## config.mk

```make
export PLATFORM = sky130hd
export DESIGN_NAME = seq_det_sched_flat
export DESIGN_NICKNAME = d
export VERILOG_FILES = /design/src/rtl/seq_det_pkg.sv /design/src/rtl/seq_det_sched_if.sv /design/src/rtl/seq_det_step.sv /design/src/rtl/seq_det_sched.sv /design/src/flat_wrapper.sv
export SDC_FILE = /design/constraint.sdc
export NUM_CORES = 1
export LEC_CHECK = 0
export ABC_CLOCK_PERIOD_IN_PS = 6400
export CAP_MARGIN = 20
export CORE_MARGIN = 2
export CORE_UTILIZATION = 26
export CTS_BUF_LIST = sky130_fd_sc_hd__clkbuf_4 sky130_fd_sc_hd__clkbuf_8
export CTS_CLUSTER_DIAMETER = 40
export DETAILED_ROUTE_END_ITERATION = 10
export PLACE_DENSITY = 0.51
export SETUP_SLACK_MARGIN = 0.2
export SLEW_MARGIN = 20
export SYNTH_ARGS = -nofsm -noshare
export SYNTH_HDL_FRONTEND = slang
export SYNTH_SLANG_ARGS = --single-unit
```

## constraint.sdc

```tcl
create_clock -name clk -period 6.4 [get_ports clk]
set_clock_uncertainty 0.15 [all_clocks]
set_input_delay 0.96 -clock clk [delete_from_list [all_inputs] [get_ports clk]]
set_output_delay 0.96 -clock clk [all_outputs]
set_load 0.03 [all_outputs]
```

## src/rtl/seq_det_pkg.sv

```systemverilog
// Shared types and width helpers for the round-robin serial pattern detector.
package seq_det_pkg;

  // Scheduler phases: wait for a word, shift its bits through the detector, save history.
  typedef enum logic [1:0] {
    IDLE  = 2'd0,
    SHIFT = 2'd1,
    WB    = 2'd2
  } state_t;

  // Match counter width and its saturation value.
  localparam int                CNT_W   = 16;
  localparam logic [CNT_W-1:0] CNT_MAX = '1;

  // Index width for n items, never narrower than one bit.
  function automatic int idx_w(input int n);
    return (n < 2) ? 1 : $clog2(n);
  endfunction

endpackage

```

## src/rtl/seq_det_sched_if.sv

```systemverilog
// Requester/match bus between the word producers and the shared detector.
interface seq_det_sched_if #(
  parameter int NCH = 4,
  parameter int W   = 8
);
  import seq_det_pkg::*;

  localparam int CHW  = idx_w(NCH);
  localparam int POSW = idx_w(W);

  logic [NCH-1:0]   req_valid;
  logic [NCH*W-1:0] req_data;
  logic [NCH-1:0]   req_ready;
  logic             match_valid;
  logic [CHW-1:0]   match_ch;
  logic [POSW-1:0]  match_pos;
  logic [CNT_W-1:0] match_cnt;
  logic             busy;

  // Producer side: offers words, observes grants and match reports.
  modport master (
    output req_valid, req_data,
    input  req_ready, match_valid, match_ch, match_pos, match_cnt, busy
  );

  // Scheduler side: grants one requester at a time and reports matches.
  modport slave (
    input  req_valid, req_data,
    output req_ready, match_valid, match_ch, match_pos, match_cnt, busy
  );

endinterface

```

## src/rtl/seq_det_step.sv

```systemverilog
// One bit step of the serial pattern detector: compare, then shift or clear history.
module seq_det_step #(
  parameter int PLEN = 4,
  parameter int FW   = 2
) (
  input  logic [PLEN-2:0] i_hist,
  input  logic [FW-1:0]   i_fill,
  input  logic            i_bit,
  input  logic [PLEN-1:0] i_pattern,
  input  logic            i_overlap,
  output logic            o_match,
  output logic [PLEN-2:0] o_hist_nxt,
  output logic [FW-1:0]   o_fill_nxt
);

  localparam logic [FW-1:0] FULL = FW'(PLEN - 1);

  logic [PLEN-1:0] w_window;

  // Newest bit joins the saved history; a match needs a full history behind it.
  always_comb begin
    w_window   = {i_hist, i_bit};
    o_match    = (i_fill == FULL) && (w_window == i_pattern);
    o_hist_nxt = w_window[PLEN-2:0];
    o_fill_nxt = (i_fill == FULL) ? FULL : i_fill + 1'b1;
    if (o_match && !i_overlap) begin
      o_hist_nxt = '0;
      o_fill_nxt = '0;
    end
  end

endmodule

```

## src/rtl/seq_det_sched.sv

```systemverilog
// Round-robin scheduler sharing one serial pattern detector among NCH word requesters.
module seq_det_sched
  import seq_det_pkg::*;
#(
  parameter int NCH  = 4,
  parameter int W    = 8,
  parameter int PLEN = 4
) (
  input  logic            clk,
  input  logic            rst_n,
  input  logic            cfg_en,
  input  logic [PLEN-1:0] cfg_pattern,
  input  logic            cfg_overlap,
  seq_det_sched_if.slave  bus
);

  localparam int CHW  = idx_w(NCH);
  localparam int POSW = idx_w(W);
  localparam int FW   = idx_w(PLEN);
  localparam int HW   = PLEN - 1;

  state_t           r_state;
  state_t           w_state_nxt;

  logic [W-1:0]     r_word;
  logic [CHW-1:0]   r_ch;
  logic [PLEN-1:0]  r_pattern;
  logic             r_overlap;
  logic [HW-1:0]    r_hist;
  logic [FW-1:0]    r_fill;
  logic [POSW-1:0]  r_k;
  logic [CHW-1:0]   r_last_grant;

  logic [HW-1:0]    r_hist_mem [NCH];
  logic [FW-1:0]    r_fill_mem [NCH];

  logic             r_match_valid;
  logic [CHW-1:0]   r_match_ch;
  logic [POSW-1:0]  r_match_pos;
  logic [CNT_W-1:0] r_match_cnt;

  logic [CHW-1:0]   w_cand [NCH];
  logic             w_grant_ok;
  logic [CHW-1:0]   w_grant_ch;
  logic [NCH-1:0]   w_ready;
  logic             w_accept;
  logic             w_bit;
  logic             w_match;
  logic [HW-1:0]    w_hist_nxt;
  logic [FW-1:0]    w_fill_nxt;

  // Round-robin search: first requesting channel after the last one granted.
  always_comb begin
    w_grant_ok = 1'b0;
    w_grant_ch = '0;
    for (int j = 0; j < NCH; j++) begin
      w_cand[j] = CHW'((int'(r_last_grant) + 1 + j) % NCH);
      if (!w_grant_ok && bus.req_valid[w_cand[j]]) begin
        w_grant_ok = 1'b1;
        w_grant_ch = w_cand[j];
      end
    end
  end

  // One-hot ready, only offered while idle and enabled.
  always_comb begin
    w_ready = '0;
    if (r_state == IDLE && cfg_en && w_grant_ok) begin
      w_ready[w_grant_ch] = 1'b1;
    end
  end

  assign w_accept = |(w_ready & bus.req_valid);
  assign w_bit    = r_word[POSW'(W - 1) - r_k];

  seq_det_step #(
    .PLEN (PLEN),
    .FW   (FW)
  ) u_step (
    .i_hist     (r_hist),
    .i_fill     (r_fill),
    .i_bit      (w_bit),
    .i_pattern  (r_pattern),
    .i_overlap  (r_overlap),
    .o_match    (w_match),
    .o_hist_nxt (w_hist_nxt),
    .o_fill_nxt (w_fill_nxt)
  );

  // State register; reset abandons any word in flight.
  always_ff @(posedge clk or negedge rst_n) begin
    if (!rst_n) r_state <= IDLE;
    else        r_state <= w_state_nxt;
  end

  // Next-state: accept -> W shift cycles -> one writeback cycle -> idle.
  always_comb begin
    w_state_nxt = r_state;
    case (r_state)
      IDLE:    if (w_accept) w_state_nxt = SHIFT;
      SHIFT:   if (r_k == POSW'(W - 1)) w_state_nxt = WB;
      WB:      w_state_nxt = IDLE;
      default: w_state_nxt = IDLE;
    endcase
  end

  // Working registers: capture word and config at accept, then step through its bits.
  always_ff @(posedge clk or negedge rst_n) begin
    if (!rst_n) begin
      r_word       <= '0;
      r_ch         <= '0;
      r_pattern    <= '0;
      r_overlap    <= 1'b0;
      r_hist       <= '0;
      r_fill       <= '0;
      r_k          <= '0;
      r_last_grant <= CHW'(NCH - 1);
    end else begin
      case (r_state)
        IDLE: begin
          if (w_accept) begin
            r_word       <= bus.req_data[w_grant_ch*W +: W];
            r_ch         <= w_grant_ch;
            r_pattern    <= cfg_pattern;
            r_overlap    <= cfg_overlap;
            r_hist       <= r_hist_mem[w_grant_ch];
            r_fill       <= r_fill_mem[w_grant_ch];
            r_k          <= '0;
            r_last_grant <= w_grant_ch;
          end
        end
        SHIFT: begin
          r_hist <= w_hist_nxt;
          r_fill <= w_fill_nxt;
          r_k    <= r_k + 1'b1;
        end
        default: ;
      endcase
    end
  end

  // Per-channel history slots: saved after each word, wiped while idle and disabled.
  always_ff @(posedge clk or negedge rst_n) begin
    if (!rst_n) begin
      for (int i = 0; i < NCH; i++) begin
        r_hist_mem[i] <= '0;
        r_fill_mem[i] <= '0;
      end
    end else if (r_state == WB) begin
      r_hist_mem[r_ch] <= r_hist;
      r_fill_mem[r_ch] <= r_fill;
    end else if (r_state == IDLE && !cfg_en) begin
      for (int i = 0; i < NCH; i++) begin
        r_hist_mem[i] <= '0;
        r_fill_mem[i] <= '0;
      end
    end
  end

  // Match report registers and saturating match counter.
  always_ff @(posedge clk or negedge rst_n) begin
    if (!rst_n) begin
      r_match_valid <= 1'b0;
      r_match_ch    <= '0;
      r_match_pos   <= '0;
      r_match_cnt   <= '0;
    end else begin
      r_match_valid <= 1'b0;
      if (r_state == SHIFT && w_match) begin
        r_match_valid <= 1'b1;
        r_match_ch    <= r_ch;
        r_match_pos   <= r_k;
        if (r_match_cnt != CNT_MAX) r_match_cnt <= r_match_cnt + 1'b1;
      end
    end
  end

  assign bus.req_ready   = w_ready;
  assign bus.match_valid = r_match_valid;
  assign bus.match_ch    = r_match_ch;
  assign bus.match_pos   = r_match_pos;
  assign bus.match_cnt   = r_match_cnt;
  assign bus.busy        = (r_state != IDLE);

endmodule
```

## src/flat_wrapper.sv

```systemverilog
// flat-port wrapper written by rule: the top's interface ports become plain ports
module seq_det_sched_flat import seq_det_pkg::*;
#(
  parameter int NCH  = 4,
  parameter int W    = 8,
  parameter int PLEN = 4
)
  (clk, rst_n, cfg_en, cfg_pattern, cfg_overlap, bus_req_valid, bus_req_data, bus_req_ready, bus_match_valid, bus_match_ch, bus_match_pos, bus_match_cnt, bus_busy);
  seq_det_sched_if #(.NCH(NCH), .W(W)) bus_i ();
  input  logic clk;
  input  logic rst_n;
  input  logic cfg_en;
  input  logic [PLEN-1:0] cfg_pattern;
  input  logic cfg_overlap;
  input wire logic [$bits(bus_i.req_valid)-1:0] bus_req_valid;
  input wire logic [$bits(bus_i.req_data)-1:0] bus_req_data;
  output wire logic [$bits(bus_i.req_ready)-1:0] bus_req_ready;
  output wire logic [$bits(bus_i.match_valid)-1:0] bus_match_valid;
  output wire logic [$bits(bus_i.match_ch)-1:0] bus_match_ch;
  output wire logic [$bits(bus_i.match_pos)-1:0] bus_match_pos;
  output wire logic [$bits(bus_i.match_cnt)-1:0] bus_match_cnt;
  output wire logic [$bits(bus_i.busy)-1:0] bus_busy;
  assign bus_i.req_valid = bus_req_valid;
  assign bus_i.req_data = bus_req_data;
  assign bus_req_ready = bus_i.req_ready;
  assign bus_match_valid = bus_i.match_valid;
  assign bus_match_ch = bus_i.match_ch;
  assign bus_match_pos = bus_i.match_pos;
  assign bus_match_cnt = bus_i.match_cnt;
  assign bus_busy = bus_i.busy;
  seq_det_sched #(.NCH(NCH), .W(W), .PLEN(PLEN)) u_core (.clk(clk), .rst_n(rst_n), .cfg_en(cfg_en), .cfg_pattern(cfg_pattern), .cfg_overlap(cfg_overlap), .bus(bus_i));
endmodule
```

==> flow_summary.json <==
{
  "drt_iter0_markers": 173,
  "setup_tns_ps": 0,
  "dp_hpwl_mm": 6.16,
  "synth_warnings": 0,
  "num_antenna_cells": 0,
  "crit_required_ps": 5290,
  "use_met3_pct": 3.42,
  "start_kind": "input port",
  "fin_ws_ps": 1720,
  "status": "finished, final reports clean",
  "setup_viol": 0,
  "wirelength_mm": 8.80,
  "maxCapViolations": 0,
  "grt_pass1_wl_mm": 14.5,
  "die_x_um": 120,
  "holdPathEnd": "u_core.r_word[4]",
  "via_per_inst": 4.62,
  "hold_class": "reg -> reg",
  "power_density_mw_per_mm2": 389,
  "r2r_end": "u_core.bus.match_cnt[4]",
  "worst-path-max-fanout": 14,
  "maxSlewHeadroom_pct": 40.0,
  "r2r_cells": 7,
  "slew_violations": 0,
  "r2r-start": "u_core.r_k[0]",
  "utilization_pct": 34.8,
  "holdCritStartpoint": "u_core.r_word[4]",
  "ys_ff_latch": 69,
  "grt_use_met2_pct": 19.3,
  "cts_hold_buf": 0,
  "hold_violations": 0,
  "grt_max_degree": 70,
  "grt_pass1_vias": 2784,
  "worst_pin_slew_ps": 900,
  "drcViolationCount": 0,
  "clk_pin_slew_ps": 70,
  "first_pass_iters": 4,
  "syn_inst": 354,
  "syn_avg_cell_area_um2": 9.85,
  "htree_levels": 3,
  "max_freq_ghz": 0.214,
  "startpoint": "bus_req_valid[1]",
  "cts_tree": "yes",
  "total_power_mw": 1.78,
  "ys.flop_type": "dfrtp_1",
  "synth_nets": 401,
  "cpPeakStageDelay_ps": 690,
  "ir_drop_v": 0.000155,
  "rows": 42,
  "path_class": "in -> out",
  "yosysSeqAreaShare_pct": 49.6,
  "area_delta_synth_final_pct": 31.7,
  "wl_per_cell_um": 14.6,
  "worst_setup_path_end_kind": "output port",
  "antenna_found_initial": 0,
  "hold_depth": 2,
  "numCtsBuffers": 9,
  "synth.distinct_cells": 48,
  "worstSkewPairLatency_ps": 350,
  "gp_congestion": 0.777,
  "period_share_pct": 73.2,
  "drive_above_1_share_pct": 7.98,
  "rsz0062_at_grt": "no",
  "cp_slowest_cell": "clkdlybuf4s50_1",
  "dieArea_mm2": 0.0143,
  "track_usage_pct": 13.1,
  "fin_hold_ws_ps": 337,
  "cts-resized-gates": 0,
  "ant_nets": 0,
  "finish.net_count": 468,
  "use_met1_pct": 18.5,
  "min_period_ps": 4680,
  "via_count": 2780,
  "regToRegSetupSlack_ps": 3830,
  "die-height_um": 120,
  "ios": 71,
  "core-area_mm2": 0.0132,
  "cp.arrival_ps": 3570,
  "synth-edff-count": 0,
  "cts_buffer_depth": 2,
  "clock-sinks": 69,
  "globalRouteOverflowTotal": 0,
  "io_buffers": 70,
  "clockRootBuffer": "clkbuf_8",
  "dp_slack_ps": 1730,
  "async_flop_share_pct": 100,
  "crit_chain": "clkdlybuf4s50_1 -> o41a_1 -> and2_1 -> nand2b_1 -> nor2_1 -> clkdlybuf4s50_1",
  "post-cts-setup-buffer-count": 0,
  "syn_area_mm2": 0.00349,
  "top_usage_layer": "met2",
  "p_leak_nw": 2.00,
  "start_util_pct": 26.4,
  "crit_top_cell": "clkdlybuf4s50_1"
}
## synthesized netlist by cell type (all sizes together), types with 3 or more instances
master | number | area [µm²]
dfrtp | 67 | 1680
a211oi | 8 | 65.1
clkbuf | 14 | 53.8
nor2 | 12 | 45.0
o22ai | 3 | 18.8
nand4 | 5 | 31.3
and3 | 11 | 68.8
xnor2 | 9 | 78.8
nor2b | 11 | 68.8
o21ai | 24 | 120
nor4 | 3 | 25.0
nand3 | 7 | 47.6
buf | 3 | 21.3
mux2i | 22 | 233
and2 | 4 | 25.0
a21oi | 6 | 30.0
nand2b | 3 | 18.8
nand2 | 91 | 342
ha | 3 | 37.5
o221ai | 8 | 70.1
xor2 | 10 | 106
## how the worst max path moves through the flow
stage	slack (ps)	end	cells after the start
final	1720	bus_req_ready[1]	6
after global routing	1550	bus_req_ready[1]	6
after CTS	1710	bus_req_ready[1]	6
after detailed placement	1730	bus_req_ready[1]	6
after global placement	1800	bus_req_ready[1]	6
after floorplan	2680	bus_req_ready[3]	6
## layout make-up
class / instances / area [µm²]
well taps: 176 / 220
flip-flops and latches: 69 / 1730
clock inverters: 5 / 82.6
fillers: 1343 / 8600
clock buffers: 11 / 145
multi-input cells: 265 / 1680
inverters: 3 / 12.5
repair buffers: 73 / 718
## critical path: cells and delay by family
kind	cells	cell delay (ps)
compound gates	1	220
buf+inv	2	1250
simple gates	3	1130
## cell usage in the layout, fill, tap and decap left out, types with 4 or more instances in the layout
| cell | instances |
|---|---|
| dfrtp_1 | 67 |
| clkdlybuf4s50_1 | 69 |
| mux2i_1 | 21 |
| o21ai_0 | 24 |
| a21oi_1 | 6 |
| a211oi_1 | 7 |
| and2_1 | 4 |
| and3_1 | 11 |
| nor2b_1 | 11 |
| xnor2_1 | 9 |
| nand2_1 | 91 |
| clkbuf_8 | 10 |
| nand4_1 | 5 |
| xor2_1 | 9 |
| nor2_1 | 12 |
| o221ai_1 | 8 |
| nand3_1 | 6 |
## cells by family (layout without fill, tap and decap cells)
family	after synthesis	in the layout	share of synthesized area, %
XOR/XNOR	19	19	5.31
adder cells (fa/ha/maj)	3	3	1.08
buffers and inverters	20	92	2.51
AND/OR/NAND/NOR	157	157	21.4
multiplexers	25	25	8.51
flip-flops	69	69	49.6
AO/OA/AOI/OAI	61	61	11.6
## state kept, by name (all words and copies together) (netlist names), 2 cells and up
register,count
u_core.r_ch,2
u_core.r_word,8
u_core.bus.match_ch,2
u_core.r_last_grant,2
u_core.bus.match_cnt,16
u_core.r_hist_mem,12
u_core.r_k,3
u_core.bus.match_pos,3
u_core.r_state,2
u_core.r_pattern,4
u_core.r_fill,2
u_core.r_fill_mem,8
u_core.r_hist,3
## routing by layer
layer  routed length (µm)  share of wire (%)
met1                 4430                 50
met2                 3810                 43
met5                    0                  0
met4                  124                1.4
met3                  434                4.9
## per-stage QoR
| stage | instance area, µm² | instances |
|---|---|---|
| after floorplan | 3490 | 354 |
| after global placement | 4360 | 586 |
| after detailed placement | 4360 | 586 |
| after CTS | 4590 | 602 |
| after global routing | 4590 | 602 |
| final | 4590 | 602 |
## power by group
part | internal [mW] | leakage, nW | switching (mW)
sequential | 0.563 | 0.896 | 0.139
combinational | 0.302 | 0.984 | 0.368
clock | 0.236 | 0.117 | 0.176
total | 1.10 | 2.00 | 0.684
Note: power is estimated with default switching activity, not from simulation.
